===== config.mk =====
export PLATFORM = sky130hd
export DESIGN_NAME = irq_injector
export DESIGN_NICKNAME = d
export VERILOG_FILES = /design/src/rtl/irq_injector.sv
export SDC_FILE = /design/constraint.sdc
export NUM_CORES = 2
export LEC_CHECK = 0
export BUFFER_PORTS_ARGS = -buffer_cell sky130_fd_sc_hd__buf_4
export CORE_MARGIN = 3
export CORE_UTILIZATION = 30
export DETAILED_ROUTE_END_ITERATION = 10
export GPL_ROUTABILITY_DRIVEN = 1
export SLEW_MARGIN = 25
export SYNTH_ARGS = -nofsm -noshare
export SYNTH_HDL_FRONTEND = slang
export SYNTH_SLANG_ARGS = --single-unit

===== constraint.sdc =====
create_clock -name clk -period 8.1 [get_ports clk]
set_clock_uncertainty 0.15 [all_clocks]
set_input_delay 0.81 -clock clk [delete_from_list [all_inputs] [get_ports clk]]
set_output_delay 0.81 -clock clk [all_outputs]
set_load 0.05 [all_outputs]

===== src/rtl/irq_injector.sv =====
// Address-triggered interrupt injector: a table of one-shot triggers that pulse an irq line.
// Optional build macro IRQ_INJECTOR_REARM_EN keeps entries armed and re-fires them after addr moves away.
module irq_injector #(
   parameter int NUM_TRIG = 16,
   parameter int NUM_CH   = 6,
   parameter int HOLD_W   = 8,
   localparam int IDX_W   = (NUM_TRIG > 1) ? $clog2(NUM_TRIG) : 1,
   localparam int CH_W    = (NUM_CH > 1) ? $clog2(NUM_CH) : 1
) (
   input  logic              clk,
   input  logic              reset,
   input  logic [31:0]       addr,
   input  logic              cfg_we,
   input  logic [IDX_W-1:0]  cfg_idx,
   input  logic [31:0]       cfg_addr,
   input  logic [CH_W-1:0]   cfg_ch,
   input  logic [HOLD_W-1:0] cfg_hold,
   output logic [NUM_CH-1:0] irq,
   output logic              busy,
   output logic [7:0]        fire_cnt
);

   typedef enum logic {ST_IDLE = 1'b0, ST_ASSERT = 1'b1} state_t;

   state_t              r_state;
   logic [NUM_TRIG-1:0] r_armed;
   logic [31:0]         r_taddr [NUM_TRIG];
   logic [CH_W-1:0]     r_tch   [NUM_TRIG];
   logic [HOLD_W-1:0]   r_thold [NUM_TRIG];
   logic [HOLD_W-1:0]   r_cnt;
   logic [NUM_CH-1:0]   r_irq;
   logic                r_busy;
   logic [7:0]          r_fire_cnt;
`ifdef IRQ_INJECTOR_REARM_EN
   logic [NUM_TRIG-1:0] r_away;
`endif

   logic [NUM_TRIG-1:0] w_match;
   logic                w_hit;
   logic [IDX_W-1:0]    w_hit_idx;
   logic [NUM_CH-1:0]   w_hit_oh;

   // Per-entry address compare against the live PC
   always_comb begin
      w_match = '0;
      for (int i = 0; i < NUM_TRIG; i++) begin
`ifdef IRQ_INJECTOR_REARM_EN
         w_match[i] = r_armed[i] & r_away[i] & (r_taddr[i] == addr);
`else
         w_match[i] = r_armed[i] & (r_taddr[i] == addr);
`endif
      end
   end

   // Lowest-index match wins; scanning downward lets the lowest index overwrite
   always_comb begin
      w_hit     = |w_match;
      w_hit_idx = '0;
      for (int i = NUM_TRIG - 1; i >= 0; i--) begin
         w_hit_idx = w_match[i] ? IDX_W'(i) : w_hit_idx;
      end
      w_hit_oh = '0;
      for (int j = 0; j < NUM_CH; j++) begin
         w_hit_oh[j] = (r_tch[w_hit_idx] == CH_W'(j));
      end
   end

   // Table payload; contents survive reset, only armed bits are cleared
   always_ff @(posedge clk) begin
      if (cfg_we) begin
         r_taddr[cfg_idx] <= cfg_addr;
         r_tch[cfg_idx]   <= cfg_ch;
         r_thold[cfg_idx] <= cfg_hold;
      end
   end

   // Pulse FSM, armed/away bookkeeping and fire counter
   always_ff @(posedge clk or posedge reset) begin
      if (reset) begin
         r_state    <= ST_IDLE;
         r_armed    <= '0;
         r_cnt      <= '0;
         r_irq      <= '0;
         r_busy     <= 1'b0;
         r_fire_cnt <= 8'd0;
`ifdef IRQ_INJECTOR_REARM_EN
         r_away     <= '0;
`endif
      end else begin
`ifdef IRQ_INJECTOR_REARM_EN
         for (int i = 0; i < NUM_TRIG; i++) begin
            r_away[i] <= r_away[i] | (addr != r_taddr[i]);
         end
`endif
         case (r_state)
            ST_IDLE: begin
               if (w_hit) begin
                  r_state <= ST_ASSERT;
                  r_cnt   <= r_thold[w_hit_idx];
                  r_irq   <= w_hit_oh;
                  r_busy  <= 1'b1;
                  if (r_fire_cnt != 8'hFF) begin
                     r_fire_cnt <= r_fire_cnt + 8'd1;
                  end
`ifdef IRQ_INJECTOR_REARM_EN
                  r_away[w_hit_idx]  <= 1'b0;
`else
                  r_armed[w_hit_idx] <= 1'b0;
`endif
               end
            end
            ST_ASSERT: begin
               if (r_cnt == '0) begin
                  r_state <= ST_IDLE;
                  r_irq   <= '0;
                  r_busy  <= 1'b0;
               end else begin
                  r_cnt <= r_cnt - HOLD_W'(1);
               end
            end
            default: begin
               r_state <= ST_IDLE;
               r_irq   <= '0;
               r_busy  <= 1'b0;
            end
         endcase
         // A same-edge write lands after the fire-clear so the new entry ends up armed
         if (cfg_we) begin
            r_armed[cfg_idx] <= 1'b1;
`ifdef IRQ_INJECTOR_REARM_EN
            r_away[cfg_idx]  <= 1'b1;
`endif
         end
      end
   end

   assign irq      = r_irq;
   assign busy     = r_busy;
   assign fire_cnt = r_fire_cnt;

endmodule

**After elaboration in Yosys (flattened, before gate mapping)**

Memory sizes are Yosys's and may differ from the RTL's.
Cells that the tools add are included.

- Bits in registers: 40
- Bits in writable memories: 688
- Output and inout bits: 15
- Word-level logic and storage cells: 105
- Memories kept: 3

Memory list:

| memory | depth | width | rd ports | clocked after memory_dff | write ports | RTL line | source |
|---|---|---|---|---|---|---|---|
| r_taddr | 16 | 32 | 16 | 0 | 1 | 27 | `logic [31:0] r_taddr [NUM_TRIG];` |
| r_thold | 16 | 8 | 1 | 0 | 1 | 29 | `logic [HOLD_W-1:0] r_thold [NUM_TRIG];` |
| r_tch | 16 | 3 | 1 | 0 | 1 | 28 | `logic [CH_W-1:0] r_tch [NUM_TRIG];` |

- Add/sub/neg operators: 2
- Magnitude comparators: 4
- Equal/unequal tests: 25
- Multiplexer cells: 37
- Bitwise operators: 20
- Reduce and logical (&&, ||, !) cells: 8

Operator list:

| operator | count |
|---|---|
| 32-bit equality test | 16 |
| 4-bit two-way mux | 16 |
| 16-bit two-way mux | 3 |
| 1-bit AND | 16 |
| 16-bit AND | 1 |
| 8-bit two-way mux | 2 |
| 16-bit inverter | 1 |
| 16-bit OR | 1 |
| 8-bit one-hot mux with 2 select lines | 1 |
| 16-bit OR reduction | 1 |
| 6-bit two-way mux | 2 |
| 6-bit one-hot mux with 2 select lines | 1 |
| 4-bit by 5-bit < comparator with 1-bit output (second input constant) | 2 |
| 8-bit by 1-bit adder with 8-bit output (second input constant) | 1 |
| 1-bit demux with 4-bit select | 2 |
| 4-bit by 1-bit greater-or-equal comparator with 1-bit output (second input constant) | 2 |
| 8-bit logical NOT | 1 |
| 1-bit two-way mux | 8 |
| 8-bit != test (second input constant) | 1 |
| 8-bit by 1-bit subtractor with 8-bit output (second input constant) | 1 |
| 3-bit by 2-bit equality test with 1-bit output (second input constant) | 2 |
| 3-bit equality test (second input constant) | 2 |
| 2-bit != test (second input constant) | 2 |
| 1-bit one-hot mux with 2 select lines | 2 |
| 7 further kinds | 9 |

**Longest topological paths before layout**

- Depth after elaboration: 28
- Gate-level depth with buffers: 17
- Depth with buffers taken out: 12

**Worst setup path after synthesis**

No wires, ideal clock.

- Path kind: input-to-reg
- Start: input port cfg_idx[1]
- End: memory r_taddr[0][0], enable pin
- Arrival time: 4.393 ns
- Setup slack: 3.058 ns
- Stages on the path: 3
- Buffers on the path: 1
- Cells stage by stage: or3b_2 -> clkbuf_1 -> nor3_1

RTL lines:

| item | RTL line | source |
|---|---|---|
| start: declaration | 14 | `input logic [IDX_W-1:0] cfg_idx,` |
| end: declaration | 27 |  |

Straight into the memory's write port.

**Worst setup path after layout**

- Start: input port addr[29]
- End: register r_cnt[7]

- Cells in the longest elaborated chain, start to end: 21

RTL lines:

| item | RTL line | source |
|---|---|---|
| start: declaration | 12 | `input logic [31:0] addr,` |
| 32-bit equality test | 50 | `w_match[i] = r_armed[i] & (r_taddr[i] == addr);` |
| 1-bit AND | 50 |  |
| 4-bit two-way mux (16 in a row) | 60 | `w_hit_idx = w_match[i] ? IDX_W'(i) : w_hit_idx;` |
| memory read 16 x 8 bit | n/a |  |
| 8-bit two-way mux | 97 | `if (w_hit) begin` |
| 8-bit one-hot mux with 2 select lines | 95 | `case (r_state)` |
| end signal: assignment | 99 | `r_cnt <= r_thold[w_hit_idx];` |
| end signal: assignment | 118 | `r_cnt <= r_cnt - HOLD_W'(1);` |
| end: declaration | 30 | `logic [HOLD_W-1:0] r_cnt;` |

Parallel ways exist; a longest one is shown, timed or not. The select of a mux whose other input is x is not followed.
A chain may end at the register's enable or synchronous reset.

==> tab_implementation.tex <==
\begin{tabular}{lr}
\hline
Metric & Value \\
\hline
\multicolumn{2}{l}{\textbf{GRT}} \\
Wire length of the first global-routing pass & approximately 150000 um \\
GR Util All Layers & 19.6\% \\
Initial antenna violation count & 9 \\
Via count of the first global-routing pass & 19800 \\
Maximum number of pins on one net before global-route repair & 45 \\
Global-route congestion overflow total & 0 \\
\multicolumn{2}{l}{\textbf{Floorplanning}} \\
Die Outline Area & 111000 um\^{}2 \\
Cell row count & about 120 \\
Initial core utilization & between 30\% and 40\% \\
Overall die height & approximately 330 um \\
Die X & 334 um \\
Area of the core & 106000 um\^{}2 \\
Boundary pin count & between 90 and 100 \\
\multicolumn{2}{l}{\textbf{Timing}} \\
Final clock period utilization by the worst path & 67.0\% \\
Hold violation total from the final report & 0 \\
Upper clock frequency limit & roughly 180 MHz \\
Setup TNS after final layout & 0 ns \\
Setup violations, final & 0 \\
RSZ-0062 raised after global routing & no \\
Slew of the pin with the lowest slew margin & roughly 1.0 ns \\
Final max-slew violation count & 0 \\
Final critical path time including I/O delays and setup & 5.42 ns \\
Tightest slew margin relative to the limit & between 30\% and 40\% \\
\multicolumn{2}{l}{\textbf{Routing}} \\
Final antenna-violating net count & 0 \\
Routed vias/inst & between 5 and 6 \\
DRC viols & 0 \\
Number of detailed-routing iterations run before antenna repair & 5 \\
Number of DRC markers in iteration 0 & 2350 \\
Final Routed Wirelength & $\sim$110000 um \\
Total via count after detailed routing & 20300 \\
Mean routed wirelength per cell & 30.1 um \\
\multicolumn{2}{l}{\textbf{Worst setup path}} \\
Req. time, crit path & $\sim$8.5 ns \\
Critical Path Source Type & input port \\
Startpoint-to-endpoint class of the critical path & input port to register \\
Biggest fanout along the worst timing path & 27 \\
Arrival time at the worst endpoint & 5.82 ns \\
Nature of the critical path endpoint & register \\
\multicolumn{2}{l}{\textbf{Place}} \\
Placed Instances & 3593 \\
Number of port buffers & between 90 and 100 \\
Global placement routability congestion & 0.891 \\
Half-perimeter wire length after placement & 67400 um \\
\multicolumn{2}{l}{\textbf{Finish}} \\
Count of nets after finishing & roughly 2400 \\
Area overhead of the layout relative to synthesis & 13.9\% \\
Share of final-layout standard cells stronger than drive strength 1 & 12.2\% \\
Filler Cells Inserted & 10100 \\
Cell Count, Final, Fillers Out & roughly 3700 \\
\multicolumn{2}{l}{\textbf{Power}} \\
Power per standard cell area & 224 nW/um\^{}2 \\
Leakage & 12.1 nW \\
Largest voltage drop on the vdd net & 0.143 mV \\
\multicolumn{2}{l}{\textbf{Synth}} \\
Fraction of the yosys area taken by sequential cells & 67.3\% \\
Post-Syn Nets & 2257 \\
Number of standard cells after synthesis & roughly 2200 \\
Synth warnings & 0 \\
Leading register cell type out of synthesis & sky130\_fd\_sc\_hd\_\_edfxtp\_1 \\
Share of synthesized flip-flops with an asynchronous set or reset & 5.49\% \\
Synth cell types & 92 \\
Post-synthesis instance area & 32200 um\^{}2 \\
Post-synth EDFFs & between 600 and 700 \\
Syn avg cell area & 14.8 um\^{}2 \\
Number of register bits inferred by synthesis & roughly 730 \\
\multicolumn{2}{l}{\textbf{CTS}} \\
TritonCTS Buffers & 73 \\
Level count of the clock H-tree & 3 \\
TritonCTS clock tree & yes \\
Number of hold buffers added after CTS & 0 \\
Reg clk slew, reported paths & 0.06 ns \\
Buffer count from post-CTS setup fixing & 0 \\
Number of clock sinks seen by CTS & 728 \\
Maximum clock path buffer count & 3 \\
Clock latency on the worst-skew pair & between 0.6 and 0.7 ns \\
Root Buffer Master & sky130\_fd\_sc\_hd\_\_clkbuf\_16 \\
Number of gates resized after CTS & 0 \\
\multicolumn{2}{l}{\textbf{Run status}} \\
Result of the run & finished clean \\
\multicolumn{2}{l}{\textbf{Flow run}} \\
Maxcap violations & 0 \\
\multicolumn{2}{l}{\textbf{Min path}} \\
Hold/Removal Path Class & input port to asynchronous set/reset pin \\
\hline
\end{tabular}
==> area by class of cell <==
cell class                 instances  area, um^2  area share [%]
antenna                            1        2.50         0.00683
clock buffer                      95        1990            5.43
clock inverter                    38         368            1.00
inverter                          23        87.6           0.239
multi-input combinational       1333        9930            27.1
sequential                       728       21700            59.1
tap                             1391        1740            4.75
timing repair buffer             118         886            2.42
==> placed cells by master (no fill, tap or decap), drive strengths merged, types with 40 or more instances in the layout <==
| master | netlist | final |
|---|---|---|
| buf | 80 | 118 |
| clkbuf | 9 | 95 |
| dfrtp | 40 | 40 |
| edfxtp | 688 | 688 |
| nand2 | 64 | 64 |
| nand3 | 60 | 60 |
| nand4 | 59 | 59 |
| nor2 | 55 | 55 |
| nor4 | 189 | 189 |
| o21ai | 59 | 59 |
| xnor2 | 93 | 93 |
| xor2 | 425 | 425 |
==> layer usage <==
layer  vias to the layer above  wire (um)  GRT usage, %
li1                       8534          -             -
met2                      1147      52500          32.1
met5                         -          0             0
met3                       228      10400          3.89
met1                     10400      44800          25.6
met4                         0       4320          7.74
==> stage by stage <==
| stage | cell area (um^2) | power (mW) | util [%] | hold slack (ns) | worst slack, ns |
|---|---|---|---|---|---|
| 2_1_floorplan | 32200 | 4.61 | - | 0.335 | 3.06 |
| 3_3_place_gp | 34300 | 4.90 | 32.4 | 0.322 | 2.24 |
| 6_report | 36700 | 8.23 | 34.6 | 0.167 | 2.68 |
| 5_1_grt | 36700 | 8.44 | 34.6 | 0.216 | 2.61 |
| 4_1_cts | 36700 | 8.27 | 34.6 | 0.270 | 2.83 |
| 3_5_place_dp | 34300 | 4.91 | 32.4 | 0.340 | 2.16 |
==> state kept, by name, indices dropped and copies added (netlist names) <==
| name | cells |
|---|---|
| r_taddr | 512 |
| r_thold | 128 |
| r_tch | 48 |
| r_armed | 16 |
| fire_cnt | 8 |
| r_cnt | 8 |
| irq | 6 |
| busy | 1 |
| r_state | 1 |
==> report_power, final <==
group	internal, mW	switching, mW	leakage [nW]
Clock	1.91	1.48	1.16
Combinational	0.144	0.434	4.27
Sequential	4.21	0.0569	6.71
Total	6.26	1.97	12.1
==> path summary, 6_finish.rpt <==
path                       slack [ns]  cells past startpoint                       to               startpoint
max in group asynchronous        7.14                      2     r_armed[4]$_DFF_PP0_                    reset
min reg2reg                      0.35                      2         busy$_DFFE_PP0P_         busy$_DFFE_PP0P_
min in group clk                 0.34                      1    r_tch[6][2]$_DFFE_PP_                cfg_ch[2]
min                              0.17                      2  fire_cnt[4]$_DFFE_PP0P_                    reset
max                              2.68                     13     r_cnt[7]$_DFFE_PP0P_                 addr[29]
max reg2reg                      2.85                     12     r_cnt[7]$_DFFE_PP0P_  r_taddr[3][0]$_DFFE_PP_
==> worst max-delay path, stage by stage <==
cell and delay (ns):
sky130_fd_sc_hd__buf_4 0.49, sky130_fd_sc_hd__xor2_1 0.17, sky130_fd_sc_hd__nor4b_1 0.35, sky130_fd_sc_hd__nand4_1 0.17
sky130_fd_sc_hd__nor4_2 0.87, sky130_fd_sc_hd__a211o_1 0.28, sky130_fd_sc_hd__a2111o_1 0.50, sky130_fd_sc_hd__nand3_4 0.52
sky130_fd_sc_hd__nor2_1 0.92, sky130_fd_sc_hd__a221oi_1 0.17, sky130_fd_sc_hd__o21ai_0 0.26, sky130_fd_sc_hd__a221oi_1 0.09
sky130_fd_sc_hd__o21ai_1 0.15
==> cell usage after synthesis (8+ instances only) <==
library cell / n / area (um^2)
sky130_fd_sc_hd__or4_1: 19 / 143
sky130_fd_sc_hd__nor4b_1: 13 / 114
sky130_fd_sc_hd__clkbuf_1: 8 / 30.0
sky130_fd_sc_hd__mux2i_1: 36 / 360
sky130_fd_sc_hd__nand4_1: 59 / 369
sky130_fd_sc_hd__and3_1: 9 / 56.3
sky130_fd_sc_hd__nor2_1: 54 / 203
sky130_fd_sc_hd__mux2_2: 19 / 214
sky130_fd_sc_hd__nor4_1: 188 / 1180
sky130_fd_sc_hd__buf_6: 27 / 304
sky130_fd_sc_hd__nand2_1: 63 / 236
sky130_fd_sc_hd__nor3_1: 32 / 160
sky130_fd_sc_hd__edfxtp_1: 688 / 20700
sky130_fd_sc_hd__nand4b_1: 18 / 158
sky130_fd_sc_hd__dfrtp_1: 40 / 1000
sky130_fd_sc_hd__buf_2: 37 / 185
sky130_fd_sc_hd__o21ai_0: 54 / 270
sky130_fd_sc_hd__a221oi_1: 8 / 70.1
sky130_fd_sc_hd__xnor2_1: 93 / 815
sky130_fd_sc_hd__inv_1: 20 / 75.1
sky130_fd_sc_hd__or3_1: 9 / 56.3
sky130_fd_sc_hd__a21oi_1: 22 / 110
sky130_fd_sc_hd__xor2_1: 425 / 3720
sky130_fd_sc_hd__buf_4: 15 / 113
sky130_fd_sc_hd__nand3_1: 59 / 295
sky130_fd_sc_hd__nand2b_1: 24 / 150
==> kinds of logic (layout without fill, tap and decap cells) <==
family | count (synthesis) | after routing | synth area share (%)
buffers and inverters | 112 | 274 | 2.30
xor gates and xnor gates | 518 | 518 | 14.1
and+or+nand+nor | 588 | 588 | 10.8
muxes | 57 | 57 | 1.85
other | 0 | 1 | 0
adders and majority gates | 2 | 2 | 0.0777
AOI/OAI and AO/OA | 168 | 168 | 3.61
DFF | 728 | 728 | 67.3
Note: power is estimated with default switching activity, not from simulation.
